File: src/rtl/crc12_framer_pkg.sv
// Shared definitions for the CRC-12 frame sequencer: generator polynomial,
// initial value and the frame FSM state encoding.
package crc12_framer_pkg;

  localparam logic [11:0] CRC12_POLY = 12'h80F;
  localparam logic [11:0] CRC12_INIT = 12'h000;

  typedef enum logic [1:0] {
    IDLE   = 2'd0,
    DATA   = 2'd1,
    CRC_HI = 2'd2,
    CRC_LO = 2'd3
  } state_e;

endpackage

File: src/rtl/crc12_framer_step.sv
// One-byte CRC-12 update, MSB first, no reflection. Purely combinational so
// the same block can serve both the framer and the standalone crc12 engine.
module crc12_step
  import crc12_framer_pkg::*;
(
  input  logic [11:0] crc_in,
  input  logic [7:0]  data,
  output logic [11:0] crc_out
);

  logic [11:0] c;

  // Fold the byte into the top of the register, then run eight divide steps.
  always_comb begin
    c = crc_in ^ {data, 4'b0000};
    for (int i = 0; i < 8; i++) begin
      if (c[11]) c = {c[10:0], 1'b0} ^ CRC12_POLY;
      else       c = {c[10:0], 1'b0};
    end
    crc_out = c;
  end

endmodule

File: src/rtl/crc12_framer.sv
// TX frame sequencer: forwards payload bytes through a single output slot,
// runs CRC-12 over each frame, appends a two-byte trailer and force-closes
// frames that reach MAX_LEN payload bytes.
module crc12_framer
  import crc12_framer_pkg::*;
#(
  parameter int MAX_LEN = 256
) (
  input  logic        clk,
  input  logic        arst,
  input  logic [7:0]  s_data,
  input  logic        s_valid,
  input  logic        s_last,
  output logic        s_ready,
  output logic [7:0]  m_data,
  output logic        m_valid,
  output logic        m_last,
  input  logic        m_ready,
  output logic [11:0] crc,
  output logic        crc_done,
  output logic        len_err,
  output logic        busy
);

  localparam int LW = $clog2(MAX_LEN + 1);

  state_e          state_q, state_d;
  logic [LW-1:0]   len_q, len_d, len_inc;
  logic [11:0]     crc_r_q, crc_r_d;
  logic [11:0]     crc_q, crc_d;
  logic [11:0]     step_in, step_out;
  logic [7:0]      m_data_q, m_data_d;
  logic            m_valid_q, m_valid_d;
  logic            m_last_q, m_last_d;
  logic            crc_done_q, crc_done_d;
  logic            len_err_q, len_err_d;
  logic            slot_free, accept, at_max, in_payload;

  assign slot_free  = !m_valid_q || m_ready;
  assign in_payload = (state_q == IDLE) || (state_q == DATA);
  // Gate with arst so nothing looks acceptable while the block is held in reset.
  assign s_ready    = !arst && in_payload && slot_free;
  assign accept     = s_valid && s_ready;
  assign len_inc    = len_q + LW'(1);
  assign at_max     = (len_inc == LW'(MAX_LEN));

  // A new frame always starts from the init value, regardless of crc_r_q.
  assign step_in = (state_q == IDLE) ? CRC12_INIT : crc_r_q;

  crc12_step u_step (
    .crc_in  (step_in),
    .data    (s_data),
    .crc_out (step_out)
  );

  // Next-state and output-slot logic for the frame FSM.
  always_comb begin
    state_d    = state_q;
    len_d      = len_q;
    crc_r_d    = crc_r_q;
    crc_d      = crc_q;
    m_data_d   = m_data_q;
    m_last_d   = m_last_q;
    m_valid_d  = m_valid_q && !m_ready;
    crc_done_d = 1'b0;
    len_err_d  = 1'b0;
    case (state_q)
      IDLE, DATA: begin
        if (accept) begin
          m_data_d  = s_data;
          m_valid_d = 1'b1;
          m_last_d  = 1'b0;
          crc_r_d   = step_out;
          len_d     = len_inc;
          len_err_d = at_max && !s_last;
          state_d   = (s_last || at_max) ? CRC_HI : DATA;
        end
      end
      CRC_HI: begin
        if (slot_free) begin
          m_data_d  = {4'h0, crc_r_q[11:8]};
          m_valid_d = 1'b1;
          m_last_d  = 1'b0;
          state_d   = CRC_LO;
        end
      end
      CRC_LO: begin
        if (slot_free) begin
          m_data_d   = crc_r_q[7:0];
          m_valid_d  = 1'b1;
          m_last_d   = 1'b1;
          crc_d      = crc_r_q;
          crc_done_d = 1'b1;
          crc_r_d    = CRC12_INIT;
          len_d      = '0;
          state_d    = IDLE;
        end
      end
      default: state_d = IDLE;
    endcase
  end

  // FSM state register.
  always_ff @(posedge clk or posedge arst) begin
    if (arst) state_q <= IDLE;
    else      state_q <= state_d;
  end

  // Datapath, output slot and status registers.
  always_ff @(posedge clk or posedge arst) begin
    if (arst) begin
      len_q      <= '0;
      crc_r_q    <= CRC12_INIT;
      crc_q      <= CRC12_INIT;
      m_data_q   <= 8'h00;
      m_valid_q  <= 1'b0;
      m_last_q   <= 1'b0;
      crc_done_q <= 1'b0;
      len_err_q  <= 1'b0;
    end else begin
      len_q      <= len_d;
      crc_r_q    <= crc_r_d;
      crc_q      <= crc_d;
      m_data_q   <= m_data_d;
      m_valid_q  <= m_valid_d;
      m_last_q   <= m_last_d;
      crc_done_q <= crc_done_d;
      len_err_q  <= len_err_d;
    end
  end

  assign m_data   = m_data_q;
  assign m_valid  = m_valid_q;
  assign m_last   = m_last_q;
  assign crc      = crc_q;
  assign crc_done = crc_done_q;
  assign len_err  = len_err_q;
  assign busy     = (state_q != IDLE) || m_valid_q;

endmodule

File: config.mk
export PLATFORM = sky130hd
export DESIGN_NAME = crc12_framer
export DESIGN_NICKNAME = d
export VERILOG_FILES = /design/src/rtl/crc12_framer_pkg.sv /design/src/rtl/crc12_framer_step.sv /design/src/rtl/crc12_framer.sv
export SDC_FILE = /design/constraint.sdc
export NUM_CORES = 1
export LEC_CHECK = 0
export ABC_AREA = 1
export ABC_CLOCK_PERIOD_IN_PS = 2000
export CAP_MARGIN = 30
export CORE_UTILIZATION = 40
export DETAILED_ROUTE_END_ITERATION = 8
export PLACE_DENSITY = 0.64
export SETUP_SLACK_MARGIN = 0.5
export SYNTH_ARGS = -nofsm -noshare
export SYNTH_HDL_FRONTEND = slang
export SYNTH_SLANG_ARGS = --single-unit
File: constraint.sdc
create_clock -name clk -period 2 [get_ports clk]
set_input_delay 0.4 -clock clk [delete_from_list [all_inputs] [get_ports clk]]
set_output_delay 0.4 -clock clk [all_outputs]
set_load 0.01 [all_outputs]
==> results of run 1 <==
==> cell type report <==
class,count,area [µm²],area share
Multi-Input combinational cell,229,1440,0.378
Tap cell,75,93.8,0.0246
Clock inverter,3,67.6,0.0177
Sequential cell,47,1180,0.308
Timing Repair Buffer,83,790,0.207
Inverter,40,179,0.0468
Clock buffer,5,68.8,0.0180
==> critical path, stage by stage, from the launching register on <==
cell and delay (ps):
dfrtp_2 460, buf_6 150, inv_8 80, nand2_8 80, nand2_2 70, nand2_1 50
nand2_1 120, nand2_2 80, nand2_1 110, nand2_1 90, nand2_2 90, inv_2 40
nand3_2 90, nand3_1 90, nand3_1 90, nand2_1 50
==> synthesized netlist by cell type, types with 2 or more instances <==
| cell type | n |
|---|---|
| xor2_1 | 10 |
| dfrtp_1 | 47 |
| nor2_1 | 19 |
| nand2_1 | 100 |
| clkbuf_1 | 6 |
| nand2_2 | 11 |
| nand3_2 | 3 |
| o22ai_1 | 18 |
| a21oi_1 | 8 |
| inv_2 | 4 |
| inv_1 | 34 |
| nand3_1 | 18 |
| nor3_1 | 3 |
| o21ai_0 | 28 |
| clkinv_1 | 2 |
==> cells by family (layout without fill, tap and decap cells) <==
kind of cell    Yosys count  in the layout  synth area share
fa+ha+maj                 1              1           0.00501
compound gates           57             57             0.125
buf+inv                  48            131            0.0772
flops                    47             47             0.471
xor+xnor                 12             12            0.0481
simple gates            158            159             0.273
==> per-layer routing <==
layer	share of wire	GRT usage	vias to the layer above
li1	-	-	1209
met1	0.39	0.296	1198
met2	0.50	0.424	103
met3	0.059	0.0472	28
met4	0.047	0.118	0
met5	0	0	-
==> worst paths after layout <==
kind,start,endpoint,cells past startpoint
max,state_q[1],crc_r_q[2],15
min,arst,m_data[7],3
max reg2reg,state_q[1],crc_r_q[2],15
min reg2reg,m_data[6],m_data[6],2
max in group asynchronous,arst,len_q[8],3
min in group clk,m_data[6],m_data[6],2
==> state kept, by name, summed over array words and instances, names as in the netlist <==
name	count
len_q	9
m_valid	1
m_last	1
m_data	8
crc_done	1
crc	12
state_q	2
len_err	1
crc_r_q	12
==> per-stage QoR <==
stage	hold slack (ps)	std cells	power [mW]
6_report	345	482	5.64
5_1_grt	378	482	6.01
4_1_cts	378	476	5.30
3_5_place_dp	466	455	4.14
3_3_place_gp	457	455	4.07
2_1_floorplan	423	323	3.07
==> repair_timing <==
action	in CTS	in global routing
pin swaps	20	20
setup buffers	10	5
gates resized for setup	93	49
setup endpoints to repair	61	48
gates cloned	3	1
==> power by group through the flow <==
stage / Clock, mW / Sequential, mW / Combinational, mW
after floorplan: 0 / 1.71 / 1.36
after global placement: 0 / 1.64 / 2.42
after detailed placement: 0 / 1.66 / 2.48
after CTS: 0.845 / 1.65 / 2.80
after global routing: 0.888 / 1.72 / 3.40
final: 0.846 / 1.67 / 3.13
==> impl_results.md, run 1 <==
* H-tree levels at 2
* Worst slack, placed at -78.3 ps
* Most frequent cells in the layout: 77 x nand2_1, 45 x dfrtp_1, 31 x inv_1
* Max Clock Skew at 7.68 ps
* Final-report hold violation count at 0
* Int Power at about 3.2 mW
* Net Sw Frac at 0.429
* Layout fillers at about 500
* Synth Instances at between 300 and 400
* # IOs at 39
* Max-Cap Viols at 0
* Design area at about 3800 µm²
* Worst Tran Pin Value at 318 ps
* Synth area leader: dfrtp_1
* Hold_buf cts at 0
* Tmin final at about 1800 ps
* Diodes inserted at 0
* Die area at 6560 µm²
* Predominant post-synthesis flop cell: dfrtp_1
* Reg2Reg Setup Slack at between 150 and 200 ps
* CTS sink count at 47
* CTS buffer count at 5
* Global route total overflow at 0
* Final wirelength at 7.82 mm
* Dpl cell area at roughly 3200 µm²
* Final period utilization at 0.925
* Wirelength per Cell at 16.2 µm
* Core Region at slightly below 6000 µm²
* Yosys warns at 0
* Post-synth EDFFs at 0
* Vias in the first global route at between 2000 and 3000
* Synth Register Bits at 47
* Share of layout cells above drive strength 1 at 0.324
* Total Nets Final at 420
* Total global-route track usage at 0.247
* Number of port buffers at 38
* Antenna violations before repair at 0
* Final WS setup at about 150 ps
* Startpoint class of the critical path: register
* First drt pass iteration count at 4
* Static leakage at ~1.9 nW
* Slew HR at 0.787
* Post-DP HPWL at just under 5 mm
* Num rows at 28
* Synth async-reset ratio at 1.00
* Net count after synthesis at 337
* NetSw at 2.42 mW
* Die height at around 80 µm
* Combinational Power Share at 0.555
* Worst-Skew Late Latency at 320 ps
* Hold Path Class: in -> async
* Die W at slightly above 80 µm
* Final setup fails at 0
* Final max-slew violation count at 0
* First-pass GRT wire length at between 10 and 15 mm
* CTS tree: done
* Initial drt markers at 140
* Fmax at between 500 and 600 MHz
* Setup_tns at 0 ps
* Max clock buf depth at 2
* Worst vdd ir at 0.595 mV
* Synth-to-Final Area Change at 53.2%
* Largest net degree at the start of global routing at 48
* Clk root buf: clkbuf_8
* Pwr dens at about 1500 nW/µm²
* Synthesized area at ~2500 µm²
* Vias per Instance at approximately 5.3
* Endpoint class of the critical path: register
* Clock transition at path regs at around 90 ps
* Clock network fraction of total power at 0.150
* Starting Density at 0.419
* Synth top area cells: dfrtp_1 47%, nand2_1 15%, o21ai_0 5.6%
* Routed Antenna Nets at 0
* Share of the synthesized area in the top cell type at 0.471
* Crit path kind: reg -> reg
* Synth Area per Inst at between 7 and 8 µm²
* Leading cell type in the layout, fill and taps excluded: nand2_1
* Sequential share of the synthesized area at 0.471
* GP Congestion at 0.883
* WP data required at ~2200 ps
* Crit-path max FO at 6
* DRC at 0
* Run status: finished clean
* Distinct cells, synth at 27
* RSZ-0062 raised after global routing: true
* Worst Path Arrival at 2060 ps
* Reg power frac at 0.295
* Final core area utilization at 0.642
* Vias at around 2500
(Power assumes the default switching activity.)
==> inputs of run 2 (changes only) <==
Settings changed: CORE_MARGIN set to 2, PLACE_DENSITY 0.64 to 0.63, SYNTH_HIERARCHICAL set to 1.
==> run 2 against run 1 <==
The flow now finishes with violations (setup timing); count of clock-buffer cells in the layout is the same; synthesized area is 12% higher; synthesized cell count grew 6.5%; combinational power rose by 21%; largest cell class unchanged.
==> impl_results.md, run 2 <==
* Most frequent cells in the layout: 76 x nand2_1, 43 x dfrtp_1, 32 x buf_4
* Crit-path max FO at 4
* Max clock buf depth at 2
* WP data required at around 2200 ps
* Most frequent cell after synthesis: nand2_1
* Worst-Skew Late Latency at slightly above 300 ps
* Num rows at 30
* Slew HR at 0.595
* Diodes inserted at 0
* Area occupied by multi-input gates at roughly 1600 µm²
* Routed Antenna Nets at 0
* Total global-route track usage at 0.194
* # IOs at 39
* Design area at just under 4000 µm²
* Global route total overflow at 0
* Synth Area per Inst at approximately 8.1 µm²
* Buf/Inv on CP at 2
* Share of layout cells above drive strength 1 at 0.356
* Fin Hold WS at 483 ps
* Worst path top cell family by delay: simple AND/OR/NAND/NOR gates
* Hold_buf cts at 0
* Crit path kind: reg -> reg
* Hold depth at 2
* Share of the synthesized area in the top cell type at 0.422
* Slowest stage cell on the critical path: dfrtp_2
* Worst r2r dst: crc_r_q[11]
* Final-report hold violation count at 0
* Startpoint class of the critical path: register
* H-tree levels at 2
* Layout fillers at 600
* R2r worst-path depth at 17
* First-pass GRT wire length at 11.6 mm
* Synth async-reset ratio at 1.00
* Leading cell type in the layout, fill and taps excluded: nand2_1
* Placed Cells incl. Taps at roughly 480
* Synth Instances at between 300 and 400
* Worst Tran Pin Value at between 600 and 700 ps
* Net count after synthesis at about 360
* DRC at 0
* Starting Density at 0.412
* Worst Path Arrival at about 2300 ps
* Dpl cell area at 3460 µm²
* Hold Path Class: reg -> reg
* Die area at ~7600 µm²
* Max Clock Skew at ~4.7 ps
* Vias in the first global route at around 2400
* CTS sink count at 47
* Largest net degree at the start of global routing at 48
* Worst vdd ir at between 0.6 and 0.7 mV
* Distinct cells, synth at 36
* Reg2Reg Setup Slack at -100 ps
* CTS tree: done
* Clock transition at path regs at approximately 90 ps
* Synthesized area at 2790 µm²
* Fin cells at approximately 500
* RSZ-0062 raised after global routing: true
* Die W at 87.5 µm
* Initial drt markers at between 100 and 150
* Die height at a little under 90 µm
* Clk root buf: clkbuf_8
* Failing checks: setup timing
* Final WS setup at -99.0 ps
* Wirelength per Cell at roughly 14 µm
* Synth top area cells: dfrtp_1 42%, nand2_1 11%, nand3_1 5.7%
* Crit path depth at 17
* Top cells by count, synth: 85 x nand2_1, 47 x dfrtp_1, 33 x inv_1, 32 x nand3_1, 26 x nor2_1
* Worst Hold End: crc[1]
* Post-synth EDFFs at 0
* Sequential share of the synthesized area at 0.422
* Tmin final at between 2000 and 2500 ps
* Fmax at around 480 MHz
* Final setup fails at 3
* Predominant post-synthesis flop cell: dfrtp_1
* First drt pass iteration count at 4
* Largest stage delay, worst path at 430 ps
* CTS buffer count at 5
* Reg-to-Reg Start: state_q[0]
* Synth Register Bits at 47
* Final wirelength at slightly above 7 mm
* Vias at roughly 2600
* Core Region at slightly below 7000 µm²
* Total Nets Final at 446
* Run status: complete, but fails checks
* Number of port buffers at 38
* Worst slack, placed at -238 ps
* Antenna violations before repair at 0
* Vias per Instance at 5.04
* Crit path cell chain: nor2_4, buf_12, buf_6, nor2_4, xnor2_2, nand3_2, nand2_2, nand2_4, nand2_4, nand2_4, nand2_2, nand2_2, nand3_2, nand3_2, nand2_1, nand3_1, o21ai_1
* Hold_sp: crc[1]
* Max-Cap Viols at 0
* Yosys warns at 6
* Post-DP HPWL at slightly below 5 mm
* GP Congestion at 0.884
* Static leakage at just under 2 nW
* Final period utilization at 1.05
* Area occupied by registers at 1180 µm²
* Endpoint class of the critical path: register
* Synth-to-Final Area Change at 42.7%
* Synth area leader: dfrtp_1
* Pwr dens at 1540 nW/µm²
* Final max-slew violation count at 0
[run 2: cell types whose count changed in the layout (fill, tap and decap cells not counted), moves of 4 or more]
| cell | before | now |
|---|---|---|
| buf_4 | 27 | 32 |
| a31oi_1 | 0 | 4 |
| nand2_2 | 26 | 21 |
| inv_2 | 3 | 10 |
| nand3_1 | 13 | 21 |
| o21ai_2 | 4 | 9 |
| o22ai_1 | 15 | 5 |
| nand3_2 | 7 | 13 |
| nor2_4 | 3 | 10 |
| o21ai_1 | 8 | 21 |
| o21ai_0 | 17 | 6 |
[run 2: routing by layer]
metal,vias to the layer above,GRT usage,share of wire
li1,1284,-,-
met1,1223,0.260,0.44
met2,60,0.325,0.50
met3,11,0.0265,0.043
met4,0,0.0601,0.016
met5,-,0,0
[run 2: what timing repair did]
action	CTS	global route
buffers inserted	15	8
pin swaps	20	37
setup endpoints to repair	53	25
hold endpoints to repair	0	0
gates resized for setup	60	29
gates cloned	2	0
[run 2: worst reg2reg max path, stage by stage, from the launching register on]
cell     delay [ps]
dfrtp_2         430
nor2_4          170
buf_12          140
buf_6           100
nor2_4           40
xnor2_2         190
nand3_2         150
nand2_2         110
nand2_4          70
nand2_4          80
nand2_4          60
nand2_2          60
nand2_2          60
nand3_2          80
nand3_2          70
nand2_1          70
nand3_1          70
o21ai_1          80
[run 2: through the flow]
stage               utilization  total power, mW  setup TNS (ps)
floorplan                     -             3.57               0
global placement          0.512             4.57            -453
detailed placement        0.512             4.62            -638
CTS                       0.562             5.76           -35.3
global route              0.588             6.56            -614
finish                    0.588             6.14            -218
[run 2: cell type report]
type | instances | area share
inverters | 44 | 0.0456
clock inverters | 3 | 0.0170
clock buffers | 5 | 0.0173
repair buffers | 88 | 0.202
flip-flops and latches | 47 | 0.297
multi-input cells | 244 | 0.395
well taps | 80 | 0.0252
repair inverters | 1 | 0.000944
[run 2: worst max path at each step]
| stage | startpoint | to | slack, ps |
|---|---|---|---|
| 4_1_cts | state_q[1] | crc_r_q[11] | -20 |
| 3_5_place_dp | s_data[7] | crc_r_q[11] | -240 |
| 5_1_grt | state_q[0] | crc_r_q[11] | -210 |
| 2_1_floorplan | state_q[1] | crc_r_q[11] | 50 |
| 6_report | state_q[0] | crc_r_q[11] | -100 |
| 3_3_place_gp | s_data[7] | crc_r_q[11] | -170 |
[run 2: cells by family (layout without fill, tap and decap cells)]
logic type | count (synthesis) | after routing | share of synthesized area
xor+xnor | 14 | 14 | 0.0543
compound gates | 50 | 50 | 0.107
simple gates | 177 | 178 | 0.319
flops | 47 | 47 | 0.422
fa+ha+maj | 2 | 2 | 0.00898
buf+inv | 54 | 141 | 0.0880
[run 2: power breakdown]
group          internal, mW  switching [mW]
Clock                 0.498           0.340
Sequential             1.30           0.205
Combinational          1.70            2.10
